--- src/rtl/nw_scheduler_if.sv ---
// Job, grid and result streams of the NW scheduler.
// slave: scheduler side; master: producer/grid/consumer side.
interface nw_scheduler_if #(
  parameter int S_LEN     = 64,
  parameter int C_WIDTH   = 2,
  parameter int S_WIDTH   = 8,
  parameter int TAG_WIDTH = 8
);
  localparam int SW = S_LEN * C_WIDTH;

  logic                 in_valid;
  logic                 in_ready;
  logic [TAG_WIDTH-1:0] in_tag;
  logic [SW-1:0]        in_t_str;
  logic [SW-1:0]        in_l_str;

  logic                 grid_valid_in;
  logic [SW-1:0]        grid_t_str;
  logic [SW-1:0]        grid_l_str;
  logic                 grid_valid_out;
  logic [S_WIDTH-1:0]   grid_score;

  logic                 out_valid;
  logic                 out_ready;
  logic [TAG_WIDTH-1:0] out_tag;
  logic [S_WIDTH-1:0]   out_score;

  modport slave (
    input  in_valid, in_tag, in_t_str, in_l_str,
    output in_ready,
    output grid_valid_in, grid_t_str, grid_l_str,
    input  grid_valid_out, grid_score,
    output out_valid, out_tag, out_score,
    input  out_ready
  );

  modport master (
    output in_valid, in_tag, in_t_str, in_l_str,
    input  in_ready,
    input  grid_valid_in, grid_t_str, grid_l_str,
    output grid_valid_out, grid_score,
    input  out_valid, out_tag, out_score,
    output out_ready
  );
endinterface

--- src/rtl/nw_scheduler.sv ---
// NW grid job scheduler: credit-based issue, tag pipe, result FIFO.
// Ports: clk/rst, enable/drain, bus (job/grid/result), status outputs.
module nw_scheduler #(
  parameter int S_LEN     = 64,
  parameter int C_WIDTH   = 2,
  parameter int S_WIDTH   = 8,
  parameter int TAG_WIDTH = 8,
  parameter int LATENCY   = 2 * S_LEN,
  parameter int OUT_DEPTH = 16
) (
  input  logic                       clk,
  input  logic                       rst,
  input  logic                       enable,
  input  logic                       drain,
  nw_scheduler_if.slave              bus,
  output logic                       busy,
  output logic [$clog2(OUT_DEPTH):0] used,
  output logic [31:0]                issued,
  output logic [31:0]                completed,
  output logic                       err
);
  localparam int SW = S_LEN * C_WIDTH;
  localparam int PW = $clog2(OUT_DEPTH);
  localparam int UW = PW + 1;
  localparam int EW = TAG_WIDTH + S_WIDTH;
  localparam logic [UW-1:0] DEPTH_U = UW'(OUT_DEPTH);

  typedef enum logic [1:0] {
    IDLE,
    RUN,
    DRAIN
  } state_e;

  state_e state_q;

  logic [UW-1:0]        used_q, used_d;
  logic [31:0]          iss_q, iss_d;
  logic [31:0]          cmp_q, cmp_d;
  logic                 gv_q, gv_d;
  logic [SW-1:0]        gt_q, gt_d;
  logic [SW-1:0]        gl_q, gl_d;
  logic [TAG_WIDTH-1:0] itag_q, itag_d;
  logic [LATENCY-1:0]   pv_q, pv_d;
  logic [TAG_WIDTH-1:0] pt_q [LATENCY];
  logic [TAG_WIDTH-1:0] pt_d [LATENCY];
  logic [EW-1:0]        mem_q [OUT_DEPTH];
  logic [EW-1:0]        mem_d [OUT_DEPTH];
  logic [PW-1:0]        wp_q, wp_d;
  logic [PW-1:0]        rp_q, rp_d;
  logic [UW-1:0]        cnt_q, cnt_d;
  logic                 err_q, err_d;

  logic in_ready;
  logic out_valid;
  logic accept;
  logic pop;
  logic full;
  logic wr_ok;

  // Ready never looks at in_valid; the credit limit keeps the
  // FIFO from overflowing even with every issued job in flight.
  assign in_ready = (state_q == RUN) && enable && !drain
                    && (used_q < DEPTH_U);
  assign out_valid = (cnt_q != '0);
  assign accept    = bus.in_valid && in_ready;
  assign pop       = out_valid && bus.out_ready;
  assign full      = (cnt_q == DEPTH_U);
  assign wr_ok     = bus.grid_valid_out && !full;

  assign bus.in_ready      = in_ready;
  assign bus.grid_valid_in = gv_q;
  assign bus.grid_t_str    = gt_q;
  assign bus.grid_l_str    = gl_q;
  assign bus.out_valid     = out_valid;
  assign {bus.out_tag, bus.out_score} = mem_q[rp_q];

  assign busy      = (state_q != IDLE);
  assign used      = used_q;
  assign issued    = iss_q;
  assign completed = cmp_q;
  assign err       = err_q;

  always_comb begin
    used_d = used_q;
    if (accept && !pop)
      used_d = used_q + 1'b1;
    else if (pop && !accept)
      used_d = used_q - 1'b1;

    iss_d = iss_q + {31'd0, accept};
    cmp_d = cmp_q + {31'd0, pop};

    gv_d   = accept;
    gt_d   = gt_q;
    gl_d   = gl_q;
    itag_d = itag_q;
    if (accept) begin
      gt_d   = bus.in_t_str;
      gl_d   = bus.in_l_str;
      itag_d = bus.in_tag;
    end

    // Tag pipe mirrors the grid's valid chain stage for stage.
    pv_d[0] = gv_q;
    pt_d[0] = itag_q;
    for (int i = 1; i < LATENCY; i++) begin
      pv_d[i] = pv_q[i-1];
      pt_d[i] = pt_q[i-1];
    end

    err_d = err_q
          | (bus.grid_valid_out != pv_q[LATENCY-1])
          | (bus.grid_valid_out && full);

    mem_d = mem_q;
    wp_d  = wp_q;
    if (wr_ok) begin
      mem_d[wp_q] = {pt_q[LATENCY-1], bus.grid_score};
      wp_d        = wp_q + 1'b1;
    end
    rp_d = pop ? rp_q + 1'b1 : rp_q;

    cnt_d = cnt_q;
    if (wr_ok && !pop)
      cnt_d = cnt_q + 1'b1;
    else if (pop && !wr_ok)
      cnt_d = cnt_q - 1'b1;
  end

  always_ff @(posedge clk) begin
    if (rst) begin
      state_q <= IDLE;
    end else begin
      unique case (state_q)
        IDLE:
          if (enable && !drain)
            state_q <= RUN;
        RUN:
          if (drain || (!enable && used_q != '0))
            state_q <= DRAIN;
          else if (!enable)
            state_q <= IDLE;
        DRAIN:
          if (used_q == '0)
            state_q <= IDLE;
        default:
          state_q <= IDLE;
      endcase
    end
  end

  always_ff @(posedge clk) begin
    if (rst) begin
      used_q <= '0;
      iss_q  <= '0;
      cmp_q  <= '0;
      gv_q   <= 1'b0;
      gt_q   <= '0;
      gl_q   <= '0;
      itag_q <= '0;
      pv_q   <= '0;
      for (int i = 0; i < LATENCY; i++)
        pt_q[i] <= '0;
      for (int i = 0; i < OUT_DEPTH; i++)
        mem_q[i] <= '0;
      wp_q  <= '0;
      rp_q  <= '0;
      cnt_q <= '0;
      err_q <= 1'b0;
    end else begin
      used_q <= used_d;
      iss_q  <= iss_d;
      cmp_q  <= cmp_d;
      gv_q   <= gv_d;
      gt_q   <= gt_d;
      gl_q   <= gl_d;
      itag_q <= itag_d;
      pv_q   <= pv_d;
      pt_q   <= pt_d;
      mem_q  <= mem_d;
      wp_q   <= wp_d;
      rp_q   <= rp_d;
      cnt_q  <= cnt_d;
      err_q  <= err_d;
    end
  end
endmodule

--- src/flat_wrapper.sv ---
// flat-port wrapper written by rule: the top's interface ports become plain ports
module nw_scheduler_flat 
#(
  parameter int S_LEN     = 64,
  parameter int C_WIDTH   = 2,
  parameter int S_WIDTH   = 8,
  parameter int TAG_WIDTH = 8,
  parameter int LATENCY   = 2 * S_LEN,
  parameter int OUT_DEPTH = 16
)
  (clk, rst, enable, drain, busy, used, issued, completed, err, bus_in_valid, bus_in_tag, bus_in_t_str, bus_in_l_str, bus_in_ready, bus_grid_valid_in, bus_grid_t_str, bus_grid_l_str, bus_grid_valid_out, bus_grid_score, bus_out_valid, bus_out_tag, bus_out_score, bus_out_ready);
  nw_scheduler_if #(.S_LEN(S_LEN), .C_WIDTH(C_WIDTH), .S_WIDTH(S_WIDTH), .TAG_WIDTH(TAG_WIDTH)) bus_i ();
  input  logic clk;
  input  logic rst;
  input  logic enable;
  input  logic drain;
  output logic busy;
  output logic [$clog2(OUT_DEPTH):0] used;
  output logic [31:0] issued;
  output logic [31:0] completed;
  output logic err;
  input wire logic [$bits(bus_i.in_valid)-1:0] bus_in_valid;
  input wire logic [$bits(bus_i.in_tag)-1:0] bus_in_tag;
  input wire logic [$bits(bus_i.in_t_str)-1:0] bus_in_t_str;
  input wire logic [$bits(bus_i.in_l_str)-1:0] bus_in_l_str;
  output wire logic [$bits(bus_i.in_ready)-1:0] bus_in_ready;
  output wire logic [$bits(bus_i.grid_valid_in)-1:0] bus_grid_valid_in;
  output wire logic [$bits(bus_i.grid_t_str)-1:0] bus_grid_t_str;
  output wire logic [$bits(bus_i.grid_l_str)-1:0] bus_grid_l_str;
  input wire logic [$bits(bus_i.grid_valid_out)-1:0] bus_grid_valid_out;
  input wire logic [$bits(bus_i.grid_score)-1:0] bus_grid_score;
  output wire logic [$bits(bus_i.out_valid)-1:0] bus_out_valid;
  output wire logic [$bits(bus_i.out_tag)-1:0] bus_out_tag;
  output wire logic [$bits(bus_i.out_score)-1:0] bus_out_score;
  input wire logic [$bits(bus_i.out_ready)-1:0] bus_out_ready;
  assign bus_i.in_valid = bus_in_valid;
  assign bus_i.in_tag = bus_in_tag;
  assign bus_i.in_t_str = bus_in_t_str;
  assign bus_i.in_l_str = bus_in_l_str;
  assign bus_in_ready = bus_i.in_ready;
  assign bus_grid_valid_in = bus_i.grid_valid_in;
  assign bus_grid_t_str = bus_i.grid_t_str;
  assign bus_grid_l_str = bus_i.grid_l_str;
  assign bus_i.grid_valid_out = bus_grid_valid_out;
  assign bus_i.grid_score = bus_grid_score;
  assign bus_out_valid = bus_i.out_valid;
  assign bus_out_tag = bus_i.out_tag;
  assign bus_out_score = bus_i.out_score;
  assign bus_i.out_ready = bus_out_ready;
  nw_scheduler #(.S_LEN(S_LEN), .C_WIDTH(C_WIDTH), .S_WIDTH(S_WIDTH), .TAG_WIDTH(TAG_WIDTH), .LATENCY(LATENCY), .OUT_DEPTH(OUT_DEPTH)) u_core (.clk(clk), .rst(rst), .enable(enable), .drain(drain), .bus(bus_i), .busy(busy), .used(used), .issued(issued), .completed(completed), .err(err));
endmodule
--- config.mk ---
export PLATFORM = sky130hd
export DESIGN_NAME = nw_scheduler_flat
export DESIGN_NICKNAME = d
export VERILOG_FILES = /design/src/rtl/nw_scheduler_if.sv /design/src/rtl/nw_scheduler.sv /design/src/flat_wrapper.sv
export SDC_FILE = /design/constraint.sdc
export NUM_CORES = 2
export LEC_CHECK = 0
export BUFFER_PORTS_ARGS = -buffer_cell sky130_fd_sc_hd__buf_4
export CORE_ASPECT_RATIO = 0.5
export CORE_MARGIN = 5
export CORE_UTILIZATION = 50
export CTS_CLUSTER_SIZE = 28
export DETAILED_ROUTE_END_ITERATION = 10
export HOLD_SLACK_MARGIN = 0.15
export PLACE_DENSITY = 0.67
export SYNTH_ARGS = -nofsm -noshare
export SYNTH_HDL_FRONTEND = slang
export SYNTH_SLANG_ARGS = --single-unit
--- constraint.sdc ---
create_clock -name clk -period 4.2 [get_ports clk]
set_input_delay 0.84 -clock clk [delete_from_list [all_inputs] [get_ports clk]]
set_output_delay 0.84 -clock clk [all_outputs]
set_load 0.05 [all_outputs]
==> flow_results.xml <==
<?xml version="1.0" encoding="UTF-8"?>
<metrics>
  <group name="floorplan">
    <metric name="die_height" unit="µm">244</metric>
    <metric name="design.portCount" unit="">625</metric>
    <metric name="chipWidth" unit="µm">479</metric>
    <metric name="core_region_area" unit="µm²">108000</metric>
    <metric name="placement_rows" unit="">85</metric>
    <metric name="initial_utilization" unit="%">50.7</metric>
    <metric name="floorplan.die_area" unit="µm²">117000</metric>
  </group>
  <group name="final_layout">
    <metric name="fin_util" unit="%">61.0</metric>
    <metric name="finish.instance_area" unit="µm²">66000</metric>
    <metric name="regArea" unit="µm²">35200</metric>
    <metric name="finalNetCount" unit="">6012</metric>
    <metric name="n_fill_cell" unit="">8936</metric>
    <metric name="stdcell_count" unit="">7284</metric>
    <metric name="final_layout_size_suffix_gt1_share" unit="%">17.9</metric>
    <metric name="multi_input_area" unit="µm²">18400</metric>
    <metric name="synthToLayoutAreaGrowth" unit="%">20.4</metric>
  </group>
  <group name="clock_tree">
    <metric name="numCtsBuffers" unit="">147</metric>
    <metric name="clock_tree.htree_level_count" unit="">4</metric>
    <metric name="cts_tree" unit="">done</metric>
    <metric name="clk_root_buffer_cell" unit="">clkbuf_16</metric>
    <metric name="worst_skew_pair.late_latency" unit="ns">0.76</metric>
    <metric name="cts_resized" unit="">0</metric>
    <metric name="post_cts_buffers" unit="">0</metric>
    <metric name="clk_pin_slew" unit="ns">0.06</metric>
    <metric name="cts.sinks" unit="">1758</metric>
    <metric name="hold_buf_cts" unit="">0</metric>
    <metric name="cts-root-to-sink-buffers" unit="">3</metric>
  </group>
  <group name="critical_path">
    <metric name="start_kind" unit="">flop</metric>
    <metric name="timing.critical_path.slowest_stage_cell" unit="">dfxtp_2</metric>
    <metric name="critical_path.cell_chain" unit="">buf_4 &gt; mux4_2 &gt; mux4_2 &gt; buf_4</metric>
    <metric name="worstPathArrival" unit="ns">3.06</metric>
    <metric name="r2r_slack" unit="ns">0.54</metric>
    <metric name="critical_path.max_stage_delay" unit="ns">0.65</metric>
    <metric name="worstSetupEndpointType" unit="">output pin</metric>
    <metric name="timing.setup.critical_path_class" unit="">reg2out</metric>
    <metric name="critical_path.top_delay_family" unit="">multiplexers</metric>
    <metric name="cp_data_required_time" unit="ns">3.36</metric>
    <metric name="worstPathMaxFanout" unit="">13</metric>
    <metric name="worst_setup_path_startpoint" unit="">u_core.rp_q[1]</metric>
    <metric name="timing.rr.start" unit="">u_core.cnt_q[1]</metric>
    <metric name="critical_path_buf_inv_count" unit="">2</metric>
  </group>
  <group name="detailed_routing">
    <metric name="drt_pass1_iterations" unit="">8</metric>
    <metric name="ant_nets_after_route" unit="">0</metric>
    <metric name="route.final.wire_length" unit="µm">149000</metric>
    <metric name="drt_iter0_markers" unit="">2770</metric>
    <metric name="route.vias.total" unit="">36300</metric>
    <metric name="via_per_inst" unit="">4.98</metric>
    <metric name="met3_wirelength" unit="µm">7700</metric>
    <metric name="highest_metal_layer_with_signal_wires" unit="">met5</metric>
    <metric name="post-route-drc-count" unit="">0</metric>
    <metric name="wl_met2" unit="µm">67800</metric>
    <metric name="route.layer.met1.wl" unit="µm">68500</metric>
    <metric name="routedWlPerCell" unit="µm">20.5</metric>
  </group>
  <group name="yosys">
    <metric name="synth_seq_area_share" unit="%">64.1</metric>
    <metric name="yosys_most_used_dff" unit="">dfxtp_1</metric>
    <metric name="synth-edff-count" unit="">0</metric>
    <metric name="synth_top_area_cell" unit="">dfxtp_1</metric>
    <metric name="async_flop_share" unit="%">0</metric>
    <metric name="synthesis.area_per_instance" unit="µm²">10.5</metric>
    <metric name="synth_top_cells_by_count" unit="">dfxtp_1 (1758), nor2b_1 (1162), nand2_1 (913)</metric>
    <metric name="synth.top_cell.area_share" unit="%">64.1</metric>
    <metric name="syn-cell-area" unit="µm²">54900</metric>
    <metric name="post_synth_inst_count" unit="">5214</metric>
    <metric name="synth.most_common_cell" unit="">dfxtp_1</metric>
    <metric name="synth_top_cells_by_area" unit="">dfxtp_1 (64%), nor2b_1 (13%), nand2_1 (6.2%)</metric>
    <metric name="yosys_register_bits" unit="">1758</metric>
    <metric name="net_count_of_the_mapped_netlist" unit="">5512</metric>
    <metric name="synth.lib_cells_used.distinct" unit="">58</metric>
    <metric name="synth-warning-count" unit="">0</metric>
  </group>
  <group name="place">
    <metric name="post-dp-hpwl" unit="µm">103000</metric>
    <metric name="port_buffers" unit="">624</metric>
    <metric name="finalWeightedCongestion" unit="">0.993</metric>
    <metric name="postPlaceCellArea" unit="µm²">60900</metric>
    <metric name="post-place-cells" unit="">7000</metric>
  </group>
  <group name="timing">
    <metric name="worst_slew_pin_slew" unit="ns">1.29</metric>
    <metric name="hold_viol_final" unit="">0</metric>
    <metric name="rsz_0062_raised_after_global_routing" unit="">no</metric>
    <metric name="fin_tns_setup" unit="ns">0</metric>
    <metric name="fin_crit_sh" unit="%">92.8</metric>
    <metric name="setup_viol" unit="">0</metric>
    <metric name="skew" unit="ns">0.0349</metric>
    <metric name="slew_headroom" unit="%">13.5</metric>
    <metric name="finalWorstPathRequiredPeriod" unit="ns">3.90</metric>
    <metric name="slew_limit_fails" unit="">0</metric>
    <metric name="fmax" unit="GHz">0.257</metric>
  </group>
  <group name="global_route">
    <metric name="antenna_found_initial" unit="">27</metric>
    <metric name="pin_count_of_the_biggest_net_entering_global_routing" unit="">142</metric>
    <metric name="grt_pass1_vias" unit="">34600</metric>
    <metric name="globalRouteTotalUtil" unit="%">24.8</metric>
    <metric name="wire_length_of_the_first_global_routing_pass" unit="µm">221000</metric>
    <metric name="overflow" unit="">0</metric>
  </group>
  <group name="job">
    <metric name="maxCapViolations" unit="">0</metric>
  </group>
  <group name="worst_hold_path">
    <metric name="hp-start" unit="">bus_in_tag[4]</metric>
    <metric name="hp-class" unit="">in2reg</metric>
  </group>
  <group name="pwr">
    <metric name="power" unit="mW">33.6</metric>
    <metric name="leakage" unit="nW">25.5</metric>
    <metric name="vdd_ir_drop_max" unit="mV">0.422</metric>
    <metric name="power_density" unit="nW/µm²">509</metric>
  </group>
  <group name="status">
    <metric name="outcome" unit="">finished, final reports clean</metric>
  </group>
</metrics>
per-stage QoR:
stage                     hold slack [ns]  setup slack, ns
after CTS                           0.235            0.233
after detailed placement            0.420            0.511
final                               0.306            0.303
after global placement              0.415            0.549
after floorplan                     0.414            0.733
after global routing                0.272            0.182
final timing paths:
kind | cells past startpoint | to
setup / recovery | 4 | bus_out_tag[4]
hold / removal | 2 | u_core.itag_q[4]
hold reg to reg | 1 | u_core.pt_d[531]
setup reg to reg | 9 | u_core.completed[22]
kinds of logic (layout without fill, tap and decap cells):
kind of cell    after synthesis  after routing  synth area share, %
simple gates               2314           2314                 21.8
flops                      1758           1758                 64.1
compound gates              578            578                 5.83
buf+inv                     357            974                 2.60
mux                         153            153                 4.62
xor+xnor                     35             35                0.559
fa+ha+maj                    19             19                0.461
other cells                   0             18                    0
cell usage in the layout, fill, tap and decap left out, types with 11 or more instances in the layout:
master | Yosys | routed
buf_4 | 8 | 668
xor2_1 | 14 | 14
ha_1 | 17 | 17
or4_1 | 21 | 21
nor2b_1 | 1162 | 1161
nor2_1 | 114 | 114
nand2_1 | 913 | 913
xnor2_1 | 21 | 21
mux2i_1 | 70 | 70
nand3_1 | 25 | 25
bufinv_16 | 0 | 11
a211oi_4 | 1 | 13
diode_2 | 0 | 18
dfxtp_1 | 1758 | 1756
clkbuf_1 | 285 | 29
clkbuf_16 | 0 | 149
nand4_1 | 13 | 13
buf_12 | 0 | 22
or3_1 | 17 | 17
mux4_2 | 80 | 80
clkinv_2 | 0 | 21
o21ai_0 | 15 | 15
o31ai_1 | 22 | 22
inv_1 | 16 | 16
a21oi_1 | 492 | 492
clkbuf_8 | 0 | 33
power breakdown:
group,internal [mW],switching (mW)
sequential,16.8,0.205
combinational,0.910,1.51
clock,7.92,6.25
total,25.6,7.97
final cells by class:
type,instances,area share [%]
Sequential cell,1758,53.3
Multi-Input combinational cell,3099,27.8
Timing Repair Buffer,690,8.26
Clock buffer,211,6.50
Tap cell,1435,2.72
Clock inverter,55,1.25
Inverter,18,0.114
Antenna cell,18,0.0682
layer usage:
metal	vias up	track usage, %
met2	947	38.5
met5	-	0
met3	264	3.78
met1	17400	35.2
met4	2	9.55
li1	17700	-
sequential cells by signal, indices dropped and copies added, names as in the netlist, 5 cells and up:
name                   flops
u_core.cnt_q               5
u_core.bus.grid_l_str    128
u_core.issued             32
u_core.completed          32
u_core.bus.grid_t_str    128
u_core.itag_q              8
u_core.used                5
u_core.mem_q             256
u_core.pt_d             1016
u_core.pv_q              128
u_core.pt_q                8
No activity file was read; power rests on OpenSTA's default activity.
